**config.mk**
```make
export PLATFORM = sky130hd
export DESIGN_NAME = serial_adder_ctrl
export DESIGN_NICKNAME = d
export VERILOG_FILES = /design/src/rtl/serial_adder_pkg.sv /design/src/rtl/fulladder4_speed.sv /design/src/rtl/serial_adder_ctrl.sv
export SDC_FILE = /design/constraint.sdc
export NUM_CORES = 1
export LEC_CHECK = 0
export ABC_CLOCK_PERIOD_IN_PS = 7600
export CORE_ASPECT_RATIO = 0.9
export CORE_MARGIN = 2
export CORE_UTILIZATION = 40
export DETAILED_ROUTE_END_ITERATION = 8
export PLACE_DENSITY = 0.75
export SYNTH_ARGS = -nofsm -noshare
export SYNTH_HDL_FRONTEND = slang
export SYNTH_HIERARCHICAL = 1
export SYNTH_SLANG_ARGS = --single-unit
```
**constraint.sdc**
```tcl
create_clock -name clk_i -period 7.6 [get_ports clk_i]
set_clock_uncertainty 0.05 [all_clocks]
set_input_delay 1.52 -clock clk_i [delete_from_list [all_inputs] [get_ports clk_i]]
set_output_delay 1.52 -clock clk_i [all_outputs]
set_load 0.02 [all_outputs]
```
**src/rtl/serial_adder_pkg.sv**
```systemverilog
// Shared types and constants for the nibble-serial adder.
package serial_adder_pkg;

    localparam int NIBBLE_W = 4;

    typedef enum logic [1:0] {
        IDLE = 2'd0,
        RUN  = 2'd1,
        DONE = 2'd2
    } state_t;

endpackage

```
**src/rtl/fulladder4_speed.sv**
```systemverilog
// 4-bit carry-lookahead adder slice used once per nibble by serial_adder_ctrl.
// With SERIAL_ADDER_OVF_EN defined it also exports the carry into its MSB.
module fulladder4_speed
    import serial_adder_pkg::*;
(
    input  logic [NIBBLE_W-1:0] a,
    input  logic [NIBBLE_W-1:0] b,
    input  logic                cin,
    output logic [NIBBLE_W-1:0] sum,
    output logic                cout
`ifdef SERIAL_ADDER_OVF_EN
    ,
    output logic                c_msb
`endif
);

    logic [NIBBLE_W-1:0] g;
    logic [NIBBLE_W-1:0] p;
    logic [NIBBLE_W:0]   c;

    assign g = a & b;
    assign p = a ^ b;

    // Every carry is flattened to two logic levels instead of rippling.
    assign c[0] = cin;
    assign c[1] = g[0] | (p[0] & c[0]);
    assign c[2] = g[1] | (p[1] & g[0]) | (p[1] & p[0] & c[0]);
    assign c[3] = g[2] | (p[2] & g[1]) | (p[2] & p[1] & g[0])
                | (p[2] & p[1] & p[0] & c[0]);
    assign c[4] = g[3] | (p[3] & g[2]) | (p[3] & p[2] & g[1])
                | (p[3] & p[2] & p[1] & g[0])
                | (p[3] & p[2] & p[1] & p[0] & c[0]);

    assign sum  = p ^ c[NIBBLE_W-1:0];
    assign cout = c[NIBBLE_W];

`ifdef SERIAL_ADDER_OVF_EN
    assign c_msb = c[NIBBLE_W-1];
`endif

endmodule

```
**src/rtl/serial_adder_ctrl.sv**
```systemverilog
// Add/subtract of WIDTH-bit operands, one nibble per cycle, behind valid/ready handshakes.
// Define SERIAL_ADDER_OVF_EN to add the ovf_o signed-overflow output.
module serial_adder_ctrl
    import serial_adder_pkg::*;
#(
    parameter int WIDTH = 16
)
(
    input  logic             clk_i,
    input  logic             rst_i,
    input  logic             req_valid_i,
    output logic             req_ready_o,
    input  logic             op_sub_i,
    input  logic [WIDTH-1:0] a_i,
    input  logic [WIDTH-1:0] b_i,
    input  logic             carry_i,
    output logic             resp_valid_o,
    input  logic             resp_ready_i,
    output logic [WIDTH-1:0] sum_o,
    output logic             carry_o
`ifdef SERIAL_ADDER_OVF_EN
    ,
    output logic             ovf_o
`endif
);

    localparam int NIB   = WIDTH / NIBBLE_W;
    localparam int CNT_W = (NIB > 1) ? $clog2(NIB) : 1;
    localparam logic [CNT_W-1:0] LAST = CNT_W'(NIB - 1);

    state_t              state_q;
    state_t              state_d;
    logic [CNT_W-1:0]    cnt_q;
    logic [WIDTH-1:0]    a_q;
    logic [WIDTH-1:0]    b_q;
    logic [WIDTH-1:0]    sum_q;
    logic                carry_q;
    logic                accept;
    logic                last_nib;
    logic [NIBBLE_W-1:0] nib_a;
    logic [NIBBLE_W-1:0] nib_b;
    logic [NIBBLE_W-1:0] nib_sum;
    logic                nib_cout;
`ifdef SERIAL_ADDER_OVF_EN
    logic                nib_cmsb;
    logic                ovf_q;
`endif

    assign accept   = (state_q == IDLE) && req_valid_i;
    assign last_nib = (state_q == RUN) && (cnt_q == LAST);

    always_ff @(posedge clk_i) begin
        if (rst_i) begin
            state_q <= IDLE;
        end else begin
            state_q <= state_d;
        end
    end

    always_comb begin
        state_d      = state_q;
        req_ready_o  = 1'b0;
        resp_valid_o = 1'b0;
        case (state_q)
            IDLE: begin
                req_ready_o = 1'b1;
                if (req_valid_i) begin
                    state_d = RUN;
                end
            end
            RUN: begin
                if (last_nib) begin
                    state_d = DONE;
                end
            end
            DONE: begin
                resp_valid_o = 1'b1;
                if (resp_ready_i) begin
                    state_d = IDLE;
                end
            end
            default: state_d = IDLE;
        endcase
    end

    always_comb begin
        nib_a = '0;
        nib_b = '0;
        for (int k = 0; k < NIB; k++) begin
            if (cnt_q == CNT_W'(k)) begin
                nib_a = a_q[k*NIBBLE_W +: NIBBLE_W];
                nib_b = b_q[k*NIBBLE_W +: NIBBLE_W];
            end
        end
    end

    fulladder4_speed slice (
        .a     (nib_a),
        .b     (nib_b),
        .cin   (carry_q),
        .sum   (nib_sum),
        .cout  (nib_cout)
`ifdef SERIAL_ADDER_OVF_EN
        ,
        .c_msb (nib_cmsb)
`endif
    );

    // Subtract is a + ~b + 1, so the inversion and forced carry happen at capture time.
    // carry_q doubles as carry_o: after the last nibble it holds the final carry-out.
    always_ff @(posedge clk_i) begin
        if (rst_i) begin
            cnt_q   <= '0;
            a_q     <= '0;
            b_q     <= '0;
            sum_q   <= '0;
            carry_q <= 1'b0;
`ifdef SERIAL_ADDER_OVF_EN
            ovf_q   <= 1'b0;
`endif
        end else if (accept) begin
            a_q     <= a_i;
            b_q     <= op_sub_i ? ~b_i : b_i;
            carry_q <= op_sub_i | carry_i;
        end else if (state_q == RUN) begin
            carry_q <= nib_cout;
            cnt_q   <= last_nib ? '0 : cnt_q + 1'b1;
            for (int k = 0; k < NIB; k++) begin
                if (cnt_q == CNT_W'(k)) begin
                    sum_q[k*NIBBLE_W +: NIBBLE_W] <= nib_sum;
                end
            end
`ifdef SERIAL_ADDER_OVF_EN
            if (last_nib) begin
                ovf_q <= nib_cmsb ^ nib_cout;
            end
`endif
        end
    end

    assign sum_o   = sum_q;
    assign carry_o = carry_q;
`ifdef SERIAL_ADDER_OVF_EN
    assign ovf_o   = ovf_q;
`endif

endmodule

```
* Yosys cells after proc, flatten, opt, wreduce, memory -nomap -nowiden
Index checks and enable logic that the tools add are counted.
Storage, ports and cells: register bits 53, input port bits 38, output and inout port bits 19, word-level logic and storage cells 79
Operators by class: add/subtract/negate cells 1, equality and inequality tests 8, multiplexer cells 18, bitwise logic cells 32, reduce and logical (&&, ||, !) cells 11
Operator list (number):
- 4-bit 2-to-1 mux | 8
- 1-bit bitwise AND | 16
- 16-bit 2-to-1 mux | 1
- 16-bit inverter | 1
- 3-bit AND reduction | 5
- 1-bit bitwise OR | 11
- 2-bit 2-to-1 mux | 4
- 4-bit bitwise XOR | 2
- 2-bit == test, second input constant | 3
- 2-bit != test, second input constant | 3
- 2-bit case mux with 3 select lines | 1
- 4-bit bitwise AND | 1
- 2-bit by 1-bit == test with 1-bit output, second input constant | 2
- 2-bit logical NOT | 2
- 1-bit 2-to-1 mux | 4
- 2-bit by 1-bit adder with 2-bit output, second input constant | 1
- 1-bit logical AND | 2
- 2-bit AND reduction | 1
- 2-bit nonzero test | 1
- 1-bit inverter | 1

* Depth between registers and ports, before layout
depth in word-level cells 13, gate-level depth with buffers 13, mapped depth without buffers 11

* Cells and area by module
Netlist, hierarchy kept.
By module, submodules not included:
- serial_adder_ctrl | times used 1, cells an instance 263, area each 2342.2 µm², seq. area each 1061.0 µm²
- fulladder4_speed | times used 1, cells an instance 17, area each 147.6 µm², seq. area each 0.0 µm²

* Worst setup path after synthesis
OpenSTA, ideal clock, no wires.
path type register -> register, from register cnt_q[1], to register carry_q (netlist: carry_o), library setup time 0.133 ns, data arrival time 2.518 ns, data required time 7.417 ns, setup slack 4.900 ns, cell stages (with the launch flop) 14, path buffers 2, period minus slack after synthesis 2.700 ns, path through dfxtp_1 > inv_1 > ha_1 > buf_2 > nor2b_1 > clkbuf_1 > a221oi_1 > o31ai_1 > ha_1 > a21o_1 > a31o_1 > a21o_1 > mux2i_1 > a211oi_2
On the way: elaborated cells on any way between the ends 27, those cells by class eq/ne (3); mux (10); bitwise (13); reduce/logical (1)
RTL lines:
- start: declaration | RTL line serial_adder_ctrl.sv:33 | logic [CNT_W-1:0] cnt_q;
- start signal: assignment | RTL line serial_adder_ctrl.sv:127 | cnt_q <= last_nib ? '0 : cnt_q + 1'b1;
- 2-bit logical NOT | RTL line serial_adder_ctrl.sv:90 | if (cnt_q == CNT_W'(k)) begin
- 4-bit 2-to-1 mux (3 in series) | RTL line serial_adder_ctrl.sv:90
- 4-bit 2-to-1 mux (*) | RTL line serial_adder_ctrl.sv:90
- named net nib_a[0] | RTL line serial_adder_ctrl.sv:40 | logic [NIBBLE_W-1:0] nib_a;
- 4-bit bitwise AND / 4-bit bitwise XOR (equally long branches) | RTL line fulladder4_speed.sv:21, fulladder4_speed.sv:22
- 1-bit bitwise AND (on tied branches) | RTL line fulladder4_speed.sv:31, fulladder4_speed.sv:32
- 1-bit bitwise OR / 1-bit bitwise AND (equally long branches) | RTL line fulladder4_speed.sv:31, fulladder4_speed.sv:32
- 1-bit bitwise OR (*) | RTL line fulladder4_speed.sv:32 | | (p[3] & p[2] & p[1] & p[0] & c[0]);
- named net nib_cout | RTL line serial_adder_ctrl.sv:43 | logic nib_cout;
- 1-bit 2-to-1 mux (*) | RTL line serial_adder_ctrl.sv:125 | end else if (state_q == RUN) begin
- 1-bit 2-to-1 mux (*) | RTL line serial_adder_ctrl.sv:121 | end else if (accept) begin
- end signal: assignment | RTL line serial_adder_ctrl.sv:124 | carry_q <= op_sub_i | carry_i;
- end signal: assignment | RTL line serial_adder_ctrl.sv:126 | carry_q <= nib_cout;
- end: declaration | RTL line serial_adder_ctrl.sv:37 | logic carry_q;
The timed path passes the listed nets; every way through them passes the cells marked *. The select of a mux whose other input is x is not followed. A chain may end at the register's enable or synchronous reset.

* Worst setup path in the final report
from register cnt_q[1], to register sum_q[15] (netlist: sum_o[15])
On the way: elaborated cells on any way between the ends 24, those cells by class eq/ne (3); mux (8); bitwise (11); reduce/logical (2)
RTL lines:
- 2-bit logical NOT | RTL line serial_adder_ctrl.sv:90
- 4-bit 2-to-1 mux (3 in series) | RTL line serial_adder_ctrl.sv:90
- 4-bit 2-to-1 mux (*) | RTL line serial_adder_ctrl.sv:90
- named net nib_b[0] | RTL line serial_adder_ctrl.sv:41 | logic [NIBBLE_W-1:0] nib_b;
- 4-bit bitwise AND / 4-bit bitwise XOR (equally long branches) | RTL line fulladder4_speed.sv:21, fulladder4_speed.sv:22
- 1-bit bitwise AND (on tied branches) | RTL line fulladder4_speed.sv:28, fulladder4_speed.sv:29
- 1-bit bitwise OR / 1-bit bitwise AND (equally long branches) | RTL line fulladder4_speed.sv:28, fulladder4_speed.sv:29
- 1-bit bitwise OR (*) | RTL line fulladder4_speed.sv:29 | | (p[2] & p[1] & p[0] & c[0]);
- 4-bit bitwise XOR (*) | RTL line fulladder4_speed.sv:34 | assign sum = p ^ c[NIBBLE_W-1:0];
- named net nib_sum[3] | RTL line serial_adder_ctrl.sv:42 | logic [NIBBLE_W-1:0] nib_sum;
- end signal: indexed assignment | RTL line serial_adder_ctrl.sv:130 | sum_q[k*NIBBLE_W +: NIBBLE_W] <= nib_sum;
- end: declaration | RTL line serial_adder_ctrl.sv:36 | logic [WIDTH-1:0] sum_q;
The timed path passes the listed nets; every way through them passes the cells marked *.

==> reports/results.ini <==
[worst_setup_path]
crit_path_end_kind = flop
worstSetupPathType = flop to flop
critical-path-top-delay-family = compound AO/OA/AOI/OAI gates
path_buf_inv = 1
crit_path_cell_trace = inv_1 > ha_1 > nor2b_1 > a221oi_1 > o31ai_1 > ha_1 > a21o_1 > a31o_1 > xor2_1 > mux2i_1 > nor2_1
critPathArrivalTime_ns = 3.53
timing.critical_path.mode_cell = sky130_fd_sc_hd__ha_1
crit_fanout = 10
slowest_delay_ns = 0.49
start_kind = flop
required_arrival_time_at_the_worst_endpoint_ns = 7.80
cpMaxStageDelayCell = sky130_fd_sc_hd__nor2b_1

[placement]
dp_worst_setup_slack_ns = 4.31
replace_congestion = 0.761
placedInstanceArea_um2 = 3040
detailed_place_hpwl_mm = 3.64
placement.io_buffers = 56

[timing]
top_achievable_clock_speed_ghz = 0.300
final-hold-violation-count = 0
final.period_utilization_pct = 43.8
final_max_slew_viol_count = 0
fin_tns_setup_ns = 0
rsz_0062_raised_after_global_routing = no
setup_viol = 0
final_worst_path_setup_slack_ns = 4.27
max_slew_margin_pct = 36.3
final.hold.worst_slack_ns = 0.410
final_period_minus_worst_setup_slack_ns = 3.33
max_slew.worst_pin.slew_ns = 0.953

[drt]
wire_per_inst_um = 13.1
drtPass1Iterations = 4
detail_route.drc_violations = 0
vias = 2023
drt-vias-per-instance = 5.11
final_antenna_net_count = 0
initial_drt_markers = 62
finalWirelength_mm = 5.18

[clock_network]
tritoncts = done
ctsResizeCount = 0
cts_max_path_buffers = 2
ctsHtreeMaxLevel = 2
clock_sink_count = 53
clk_latency_ns = 0.31
ctsRootBufferMaster = sky130_fd_sc_hd__clkbuf_8
clkSlewWorstSetupHoldPaths_ns = 0.09
tritoncts.num_buffers = 5
post_cts_hold_buffers = 0
cts_setup_buffers = 0

[global_routing]
first_global_vias = 1924
grt_overflow_total = 0
wire_length_of_the_first_global_routing_pass_mm = 8.76
grt_util_all_layers_pct = 16.3
antenna_found_initial = 0
grt_start_max_net_pins = 54

[power_and_ir_drop]
vdd_drop_max_v = 0.0000849
p_leak_nw = 1.28
combinationalPowerShare_pct = 21.5
switching_power_mw = 0.174
p_seq_share_pct = 47.8
share_clk_of_total_power_pct = 30.7
swShare_pct = 27.0
report.power.total_mw = 0.643
internal_power_mw = 0.469
power_per_cell_area_nw_per_um2 = 204

[synth]
synthesis.nets = 327
post_synth_instance_area_um2 = 2490
ys_ff_latch = 53
ys_seq_area_share_pct = 42.6
total_of_warnings_raised_by_yosys = 6
post_synth_num_cell_types = 28
postSynthCellCount = 280
postSynthAreaPerCell_um2 = 8.89

[die]
design.core.area_um2 = 6080
start_util_pct = 40.9
core.rowCount = 27
num_io_pins = 57
fp.dieArea_um2 = 6870
width_of_the_die_um = 87.2
die-height_um = 78.9

[cells_and_area]
fillCellCount = 578
nets = 370
antenna-diode-count = 0
final_area_um2 = 3160
drive_above_1_share_pct = 3.40
area.growth.synth_to_final_pct = 26.8

[outcome]
status = completed

[worst_hold_path]
hold_path_class = flop to flop

[job]
cap_violations = 0

-- area by class of cell --
class | instances | area (µm²) | share of cell area, %
multi-input combinational | 199 | 1290 | 40.9
clock buffer | 7 | 86.3 | 2.73
tap | 72 | 90.1 | 2.85
sequential | 53 | 1060 | 33.6
inverter | 6 | 22.5 | 0.713
timing repair buffer | 58 | 576 | 18.2
clock inverter | 1 | 30.0 | 0.951
-- cell families after synthesis --
| family | synth area share, % |
|---|---|
| and+or+nand+nor | 17.0 |
| adders and majority gates | 4.82 |
| muxes | 7.24 |
| DFF | 42.6 |
| xor gates and xnor gates | 6.68 |
| AOI/OAI and AO/OA | 15.9 |
| buffers and inverters | 5.73 |
-- cells in the final DEF, fill, tap and decap left out, types with 2 or more instances in the layout --
cell type	netlist	layout
sky130_fd_sc_hd__clkdlybuf4s50_1	0	56
sky130_fd_sc_hd__a21oi_1	19	19
sky130_fd_sc_hd__nor2_1	35	35
sky130_fd_sc_hd__ha_1	8	8
sky130_fd_sc_hd__nor2b_1	10	10
sky130_fd_sc_hd__nand2_1	41	41
sky130_fd_sc_hd__o31ai_1	8	8
sky130_fd_sc_hd__clkbuf_8	0	6
sky130_fd_sc_hd__dfxtp_1	53	53
sky130_fd_sc_hd__inv_1	6	6
sky130_fd_sc_hd__a211oi_1	16	16
sky130_fd_sc_hd__xnor2_1	18	18
sky130_fd_sc_hd__a21o_1	3	3
sky130_fd_sc_hd__a221oi_1	8	8
sky130_fd_sc_hd__mux2i_1	18	18
sky130_fd_sc_hd__buf_4	2	2
sky130_fd_sc_hd__nand2b_1	2	2
sky130_fd_sc_hd__nand3b_1	4	4
-- power by group through the flow --
stage	registers, mW	logic, mW	clock network [mW]
after global placement	0.313	0.135	0
after CTS	0.307	0.140	0.202
after global routing	0.310	0.154	0.213
final	0.307	0.138	0.198
after detailed placement	0.314	0.138	0
after floorplan	0.315	0.0907	0
-- registers in the layout, summed over array words and instances, names as in the netlist --
register / count
a_q: 16
b_q: 16
carry_o: 1
cnt_q: 2
state_q: 2
sum_o: 16
-- worst paths after layout --
check	start	to	slack [ns]	depth (start not counted)
setup reg to reg	cnt_q[1]	sum_o[15]	4.27	11
hold / removal	a_q[15]	a_q[15]	0.41	2
hold reg to reg	a_q[15]	a_q[15]	0.41	2
setup / recovery	cnt_q[1]	sum_o[15]	4.27	11
-- synth_stat cells --
cell type / number / area (µm²)
sky130_fd_sc_hd__nor2_1: 35 / 131
sky130_fd_sc_hd__nand2_1: 41 / 154
sky130_fd_sc_hd__fa_1: 1 / 20.0
sky130_fd_sc_hd__nor3_1: 1 / 5.00
sky130_fd_sc_hd__nor3b_2: 1 / 12.5
sky130_fd_sc_hd__o31ai_1: 8 / 60.1
sky130_fd_sc_hd__a21o_1: 3 / 22.5
sky130_fd_sc_hd__xor2_1: 1 / 8.76
sky130_fd_sc_hd__o21a_1: 1 / 7.51
sky130_fd_sc_hd__a31o_1: 1 / 8.76
sky130_fd_sc_hd__clkbuf_1: 11 / 41.3
sky130_fd_sc_hd__a221oi_1: 8 / 70.1
sky130_fd_sc_hd__inv_1: 6 / 22.5
sky130_fd_sc_hd__buf_2: 6 / 30.0
sky130_fd_sc_hd__nor2b_1: 10 / 62.6
sky130_fd_sc_hd__a211oi_1: 16 / 120
sky130_fd_sc_hd__nand2b_1: 2 / 12.5
sky130_fd_sc_hd__xnor2_1: 18 / 158
sky130_fd_sc_hd__buf_6: 3 / 33.8
sky130_fd_sc_hd__mux2i_1: 18 / 180
sky130_fd_sc_hd__a211oi_2: 1 / 12.5
sky130_fd_sc_hd__nand3b_1: 4 / 30.0
sky130_fd_sc_hd__ha_1: 8 / 100
sky130_fd_sc_hd__or3_1: 1 / 6.26
sky130_fd_sc_hd__or3b_1: 1 / 8.76
sky130_fd_sc_hd__a21oi_1: 19 / 95.1
sky130_fd_sc_hd__dfxtp_1: 53 / 1060
sky130_fd_sc_hd__buf_4: 2 / 15.0
-- per-stage QoR --
step	cells	utilization [%]
final	396	51.9
after global routing	396	51.9
after CTS	396	51.9
after detailed placement	388	50.0
after global placement	388	50.0
after floorplan	280	-
-- layer usage --
metal  global-route usage (%)  up-vias  wire length (µm)
li1                         -     1041                 -
met3                     4.05       11               283
met1                     21.7      916              2500
met4                     7.23        0               123
met5                        0        -                 0
met2                     24.9       55              2270
-- worst min-delay path, stage by stage (launching register included) --
cell and delay, ns:
sky130_fd_sc_hd__dfxtp_1 0.32, sky130_fd_sc_hd__nand2_1 0.05, sky130_fd_sc_hd__a21oi_1 0.05
Power figures use the tool's default switching activity.
